[src/rtl/gpu_cmd_tx.sv]
// CPU-side initiator for the GPU command port: buffers bus commands in a FIFO and
// replays them as cmd/data/strobe with setup and hold, tracking a shadow text cursor.
module gpu_cmd_tx #(
  parameter int FIFO_DEPTH    = 8,
  parameter int SETUP_CYCLES  = 2,
  parameter int STROBE_CYCLES = 2,
  parameter int HOLD_CYCLES   = 1
) (
  input  logic       clk,
  input  logic       rst,
  input  logic       cmd_valid,
  output logic       cmd_ready,
  input  logic [2:0] cmd_op,
  input  logic [7:0] cmd_data,
  output logic [1:0] gpu_cmd_out,
  output logic [7:0] gpu_data_out,
  output logic       gpu_strobe_out,
  output logic       busy,
  output logic [6:0] shadow_x,
  output logic [5:0] shadow_y
);

  localparam int AW    = $clog2(FIFO_DEPTH);
  localparam int CW    = AW + 1;
  localparam int MAX_A = (SETUP_CYCLES > STROBE_CYCLES) ? SETUP_CYCLES : STROBE_CYCLES;
  localparam int MAX_C = (MAX_A > HOLD_CYCLES) ? MAX_A : HOLD_CYCLES;
  localparam int TW    = (MAX_C > 1) ? $clog2(MAX_C) : 1;

  localparam logic [CW-1:0] DEPTH_C     = CW'(FIFO_DEPTH);
  localparam logic [TW-1:0] SETUP_LAST  = TW'(SETUP_CYCLES - 1);
  localparam logic [TW-1:0] STROBE_LAST = TW'(STROBE_CYCLES - 1);
  localparam logic [TW-1:0] HOLD_LAST   = TW'(HOLD_CYCLES - 1);

  typedef enum logic [1:0] {IDLE, SETUP, STROBE, HOLD} state_t;

  typedef enum logic [2:0] {
    OP_STORE   = 3'b000,
    OP_MOVE    = 3'b001,
    OP_DISPLAY = 3'b010,
    OP_CLEAR   = 3'b011,
    OP_SET_ABS = 3'b100
  } op_t;

  // ---------------------------------------------------------------- FIFO
  logic [10:0]   mem [FIFO_DEPTH];
  logic [AW-1:0] wr_ptr, rd_ptr;
  logic [CW-1:0] count;
  logic          push, pop, empty, full;
  logic [2:0]    head_op;
  logic [7:0]    head_data;
  logic          head_known;

  assign empty      = (count == '0);
  assign full       = (count == DEPTH_C);
  assign cmd_ready  = ~full;
  assign push       = cmd_valid & cmd_ready;
  assign head_op    = mem[rd_ptr][10:8];
  assign head_data  = mem[rd_ptr][7:0];
  assign head_known = (head_op <= OP_SET_ABS);

  // NOTE: payload storage is deliberately not reset; validity is carried entirely by
  // count, so clearing the array would only add reset fan-out.
  always_ff @(posedge clk) begin
    if (push) mem[wr_ptr] <= {cmd_op, cmd_data};
  end

  // NOTE: every register is written with <= so all state updates see pre-edge values
  // regardless of statement order.
  always_ff @(posedge clk) begin
    if (rst) begin
      wr_ptr <= '0;
      rd_ptr <= '0;
      count  <= '0;
    end else begin
      if (push) wr_ptr <= wr_ptr + AW'(1);
      if (pop)  rd_ptr <= rd_ptr + AW'(1);
      case ({push, pop})
        2'b10:   count <= count + CW'(1);
        2'b01:   count <= count - CW'(1);
        default: count <= count;
      endcase
    end
  end

  // ----------------------------------------------------------- sequencer
  state_t        state, state_n;
  logic [TW-1:0] cnt, cnt_n;
  logic          load;

  // NOTE: all outputs of this block get a default before the case so no path leaves
  // a variable unassigned, which would otherwise infer a latch.
  always_comb begin
    state_n = state;
    cnt_n   = cnt;
    pop     = 1'b0;
    load    = 1'b0;
    case (state)
      IDLE: begin
        if (!empty) begin
          pop = 1'b1;
          if (head_known) begin
            load    = 1'b1;
            state_n = SETUP;
            cnt_n   = SETUP_LAST;
          end
        end
      end
      SETUP: begin
        if (cnt == '0) begin
          state_n = STROBE;
          cnt_n   = STROBE_LAST;
        end else begin
          cnt_n = cnt - TW'(1);
        end
      end
      STROBE: begin
        if (cnt == '0) begin
          state_n = HOLD;
          cnt_n   = HOLD_LAST;
        end else begin
          cnt_n = cnt - TW'(1);
        end
      end
      HOLD: begin
        if (cnt == '0) begin
          state_n = IDLE;
          // Chain straight into the next command so the GPU sees no extra idle cycle.
          if (!empty) begin
            pop = 1'b1;
            if (head_known) begin
              load    = 1'b1;
              state_n = SETUP;
              cnt_n   = SETUP_LAST;
            end
          end
        end else begin
          cnt_n = cnt - TW'(1);
        end
      end
      default: state_n = IDLE;
    endcase
  end

  // ------------------------------------------- translation and shadow cursor
  logic [1:0] xlat_cmd;
  logic [7:0] xlat_data;
  logic [6:0] x_n;
  logic [5:0] y_n;

  always_comb begin
    xlat_cmd  = 2'b00;
    xlat_data = head_data;
    x_n       = shadow_x;
    y_n       = shadow_y;
    case (head_op)
      OP_STORE: begin
        xlat_cmd = 2'b00;
        // The GPU wraps its text cursor after column 80 and row 60.
        if (shadow_x == 7'd80) begin
          x_n = 7'd0;
          y_n = (shadow_y == 6'd60) ? 6'd0 : shadow_y + 6'd1;
        end else begin
          x_n = shadow_x + 7'd1;
        end
      end
      OP_MOVE: begin
        xlat_cmd = 2'b01;
        if (head_data[7]) x_n = shadow_x + head_data[6:0];
        else              y_n = shadow_y + head_data[5:0];
      end
      OP_DISPLAY: xlat_cmd = 2'b10;
      OP_CLEAR:   xlat_cmd = 2'b11;
      OP_SET_ABS: begin
        xlat_cmd = 2'b01;
        if (head_data[7]) begin
          xlat_data = {1'b1, head_data[6:0] - shadow_x};
          x_n       = head_data[6:0];
        end else begin
          xlat_data = {2'b00, head_data[5:0] - shadow_y};
          y_n       = head_data[5:0];
        end
      end
      default: ;
    endcase
  end

  always_ff @(posedge clk) begin
    if (rst) begin
      state          <= IDLE;
      cnt            <= '0;
      gpu_cmd_out    <= '0;
      gpu_data_out   <= '0;
      gpu_strobe_out <= 1'b0;
      shadow_x       <= '0;
      shadow_y       <= '0;
    end else begin
      state <= state_n;
      cnt   <= cnt_n;
      // Strobe is registered from the next state so the GPU edge is glitch-free.
      gpu_strobe_out <= (state_n == STROBE);
      if (load) begin
        gpu_cmd_out  <= xlat_cmd;
        gpu_data_out <= xlat_data;
        shadow_x     <= x_n;
        shadow_y     <= y_n;
      end
    end
  end

  assign busy = (state != IDLE) | ~empty;

endmodule
[config.mk]
export PLATFORM = sky130hd
export DESIGN_NAME = gpu_cmd_tx
export DESIGN_NICKNAME = d
export VERILOG_FILES = /design/src/rtl/gpu_cmd_tx.sv
export SDC_FILE = /design/constraint.sdc
export NUM_CORES = 1
export LEC_CHECK = 0
export CAP_MARGIN = 20
export CORE_ASPECT_RATIO = 2
export CORE_MARGIN = 3
export CORE_UTILIZATION = 64
export CTS_BUF_LIST = sky130_fd_sc_hd__clkbuf_4 sky130_fd_sc_hd__clkbuf_8 sky130_fd_sc_hd__clkbuf_16
export CTS_CLUSTER_SIZE = 28
export DETAILED_ROUTE_END_ITERATION = 10
export DONT_BUFFER_PORTS = 1
export PLACE_DENSITY = 0.77
export SLEW_MARGIN = 20
export SYNTH_ARGS = -nofsm -noshare
export SYNTH_HDL_FRONTEND = slang
export SYNTH_SLANG_ARGS = --single-unit
export TNS_END_PERCENT = 20
[constraint.sdc]
create_clock -name clk -period 5 [get_ports clk]
set_input_delay 0.75 -clock clk [delete_from_list [all_inputs] [get_ports clk]]
set_output_delay 0.75 -clock clk [all_outputs]
set_load 0.02 [all_outputs]
**After elaboration in Yosys (flattened, before gate mapping)**

Memories as Yosys holds them, arrays and structs flattened. A register that Yosys moved wholly into a read port is not among the register bits.
Cells that the tools add are included.

- Register bits: 37
- Memory bits (writable): 88
- Bits of input ports: 14
- Output and inout bits: 26
- Memories kept: 1

Memory list:

| name | depth | bits a word | rd ports | clocked after memory_dff | wr ports | line | text |
|---|---|---|---|---|---|---|---|
| mem | 8 | 11 | 1 | 1 | 1 | 45 | `logic [10:0] mem [FIFO_DEPTH];` |

- Add/subtract/negate cells: 11
- Order comparisons: 1
- Equality and inequality tests: 20
- Multiplexer cells: 38
- Bitwise logic cells: 4
- Reductions and logical operators: 10

Operator list:

| operator | number |
|---|---|
| $mux 6 | 4 |
| $mux 7 | 3 |
| $pmux 7 s3 | 1 |
| $pmux 6 s3 | 1 |
| $mux 8 | 2 |
| $mux 1 | 14 |
| $ne 2x2->1 const B | 7 |
| $mux 2 | 5 |
| $eq 2x2->1 const B | 4 |
| $pmux 2 s4 | 1 |
| $pmux 4 s2 | 1 |
| $add 7x1->7 const B | 1 |
| $add 7x7->7 | 1 |
| $eq 7x7->1 const B | 1 |
| $sub 7x7->7 | 1 |
| $add 3x1->3 const B | 2 |
| $add 6x1->6 const B | 1 |
| $add 6x6->6 | 1 |
| $eq 3x2->1 const B | 2 |
| $eq 6x6->1 const B | 1 |
| $mux 3 | 2 |
| $pmux 2 s3 | 1 |
| $sub 6x6->6 | 1 |
| $reduce_and 5->1 | 1 |
| other kinds (21) | 25 |

**Logic depth before layout (Yosys ltp)**

- Depth in word-level cells: 6
- Mapped depth: 14
- Depth with buffers taken out: 12

**Least setup slack after synthesis**

No wires, ideal clock.

- Path type: flip-flop to flip-flop
- Start point: register with a tool-made name
- End point: register gpu_data_out[6]
- Library setup time: 0.091 ns
- Data arrival time: 3.392 ns
- Path slack: 1.517 ns
- Stages on the path, launching flop included: 14
- Buffers on the path: 3
- Cells stage by stage: dfxtp_1 buf_6 buf_2 mux4_2 mux2_2 ha_1 clkbuf_1 nor2b_1 o21ai_0 a21boi_0 o21ai_0 nand2b_1 or4_1 a311oi_1

RTL lines:

| element | line | text |
|---|---|---|
| to (signal assigned) | 203 | `gpu_data_out <= xlat_data;` |
| to (decl) | 16 | `output logic [7:0] gpu_data_out,` |

==> results.md <==
* Outcome: completed
* Static leakage at approximately 2.6 nW
* Tot GR Track Use at approximately 30%
* Max-slew headroom at 38.2%
* Synth Register Bits at approximately 130
* Largest net degree at the start of global routing at 39
* Mapped Area at 6700 um^2
* Post-synth EDFFs at slightly below 90
* Iter 0 DRT Violations at 380
* Tmin final at a little under 4000 ps
* Worst EP arrival at about 4200 ps
* Adder-cell share of the synthesized area at slightly above 8%
* CP Capture Type: register
* Std cell rows at 52
* Synth Area in XOR/XNOR at between 2 and 3%
* Final #Nets at roughly 630
* Crit-path slowest cell: dfxtp_1
* Width of the die at between 70 and 80 um
* Final Setup Violations at 0
* DRT Pass-1 Iters at 5
* Post-synth top area cell: edfxtp_1
* Unrepaired setup endpoints after global routing: no
* Final hold violation count at 0
* Cell Chain, Critical Path: buf_4 -> mux4_2 -> mux2i_1 -> inv_1 -> ha_1 -> o21ai_0 -> a21boi_0 -> o21ai_0 -> nand2b_1 -> or4_1 -> a311oi_1
* Sequential share of the synthesized area at slightly above 50%
* Antenna Cells at 0
* Clk_lat worst skew at between 400 and 500 ps
* Post-CTS setup buffers at 0
* Sink Count at around 130
* Starting Density at around two thirds
* CTS Root Cell: clkbuf_16
* Complex-gate fraction of the synthesized area at approximately an eighth
* Port buffer count at 0
* Worst Path Required at 5310 ps
* Avg Cell Area, Syn at ~12 um^2
* Main area contributors after synthesis: edfxtp_1 39%, dfxtp_1 12%, ha_1 6.7%
* Filler cells at 716
* Vias/cell at roughly 6.6
* Drt wl/cell at about 23 um
* Antenna violations before repair at 0
* Power Dens Cells at ~600 nW/um^2
* TritonCTS clock tree: built
* Drc violations at 0
* PostCTS Resize Cnt at 0
* Max Cap Violations at 0
* Main combinational cell family by area after synthesis: compound AO/OA/AOI/OAI gates
* CTS Hold Buffers Added at 0
* Most common cell in the netlist: edfxtp_1
* Final HPWL DP at 11700 um
* Critical Path Max Stage Delay at ~800 ps
* Most Frequent Cell on Critical Path: o21ai_0
* Mapped Nets at just over 600
* Fraction of layout cells with a size suffix above 1 at around 13%
* Crit path max fanout at 13
* Fin Hold WS at 406 ps
* Skew final at 9.48 ps
* Critical path type: register to register
* Post-Route Setup TNS at 0 ps
* P&R area growth vs syn at 11.1%
* Core area at 10100 um^2
* Final Max Tran Viols at 0
* Vias in the first global route at around 5k
* DR vias at 4799
* Fmax at 258 MHz
* Count of cell types in the netlist at 67
* Synth cell count leaders: 88 x edfxtp_1, 53 x nor2_1, 40 x dfxtp_1, 37 x a21oi_1, 37 x nand2_1
* Gpl congestion at between 1 and 1.5
* Total I/O pin count at 40
* Slew @ Worst Pin at 901 ps
* Synth top area share at between 30% and 40%
* Total CTS buffers at 17
* H-tree Lvls at 4
* Grt total ovfl at 0
* Full die area at around 12000 um^2
* CTS Buffer Depth at 2
* Post-synth top flop: edfxtp_1
* Ys async rst share at 0%
* Global-route wire length before repair at 26100 um
* Critical path startpoint category: register
* Synth warnings at 0
* Mapped Cells at around 560
* Drt total wl at 16600 um
* Chip height at between 150 and 200 um
* Post-synthesis simple-gate area fraction at between 10% and 20%
* Flop2flop setup slack at around 1100 ps
* Clock slew at reported path FFs at 60 ps
* Worst vdd ir at about 0.39 mV
* Proportion of synthesized area in mux cells at roughly 11%
* HP Class: input pin to register
* Crit share post-route at between 70 and 80%
* ANT nets after route at 0
## report_power, final
group          switching, mW  internal, mW  leakage, nW
Clock                  0.447         0.744        0.282
Sequential             0.221          1.26         1.13
Combinational           1.12         0.675         1.23
Total                   1.79          2.68         2.64
## layout make-up
type                       instances  area [um^2]  share of cell area [%]
sequential                       128         3440                    46.2
multi-input combinational        386         3050                    41.0
clock buffer                      19          440                    5.91
tap                              135          169                    2.27
clock inverter                    13          138                    1.85
inverter                          29          109                    1.46
timing repair buffer              13         97.6                    1.31
## routing by layer
| layer | wire length (um) | share of wire, % | track usage [%] |
|---|---|---|---|
| met4 | 1320 | 7.9 | 23.6 |
| met3 | 972 | 5.9 | 6.05 |
| met2 | 8820 | 53 | 53.7 |
| met5 | 0 | 0 | 0 |
| met1 | 5500 | 33 | 29.4 |
## logic make-up after synthesis
kind of cell	after synthesis
flops	128
buf+inv	50
xor+xnor	22
mux	41
compound gates	134
fa+ha+maj	41
simple gates	148
## cells in the final DEF (no fill, tap or decap), types with 4 or more instances in the layout
cell / n
edfxtp_1: 88
ha_1: 36
nor2_1: 53
o211ai_1: 6
o21ai_0: 25
inv_1: 28
mux4_1: 8
a21oi_1: 37
mux4_2: 14
clkbuf_16: 17
nand3_1: 13
xnor2_1: 13
a311oi_1: 4
a31oi_1: 4
a211oi_1: 11
nor3_1: 12
dfxtp_1: 40
o22ai_1: 4
fa_1: 4
nor2b_1: 7
xor2_1: 9
mux2i_1: 11
nand2_1: 37
a22oi_1: 4
o32ai_1: 4
buf_4: 13
nand2b_1: 7
o21bai_1: 7
## flip-flops by register name, summed over array words and instances (netlist names), named ones only
register / count
mem: 88
gpu_strobe_out: 1
shadow_x: 7
wr_ptr: 3
cnt: 1
count: 4
state: 2
gpu_data_out: 8
shadow_y: 6
rd_ptr: 3
gpu_cmd_out: 2
## per-stage QoR
step / power [mW] / util (%) / area [um^2] / instances / setup slack (ps)
2_1_floorplan: 2.79 / - / 6700 / 564 / 1520
3_3_place_gp: 3.18 / 67.7 / 6870 / 691 / 1230
3_5_place_dp: 3.24 / 67.7 / 6870 / 691 / 1180
5_1_grt: 4.71 / 73.4 / 7450 / 723 / 867
6_report: 4.47 / 73.4 / 7450 / 723 / 1130
4_1_cts: 4.45 / 73.4 / 7450 / 723 / 1120
## worst paths after layout
path | from | endpoint | cells after the start
hold reg to reg | wr_ptr[0] | wr_ptr[0] | 2
hold / removal | rst | shadow_x[4] | 1
setup / recovery | register | gpu_data_out[6] | 11
setup reg to reg | register | gpu_data_out[6] | 11
## worst max-delay path, delay by kind of cell (launching register included)
kind / cells / cell delay (ps)
AOI/OAI and AO/OA: 4 / 710
adders and majority gates: 1 / 400
buffers and inverters: 2 / 550
DFF: 1 / 800
muxes: 2 / 750
and+or+nand+nor: 2 / 550
Power figures use the tool's default switching activity.
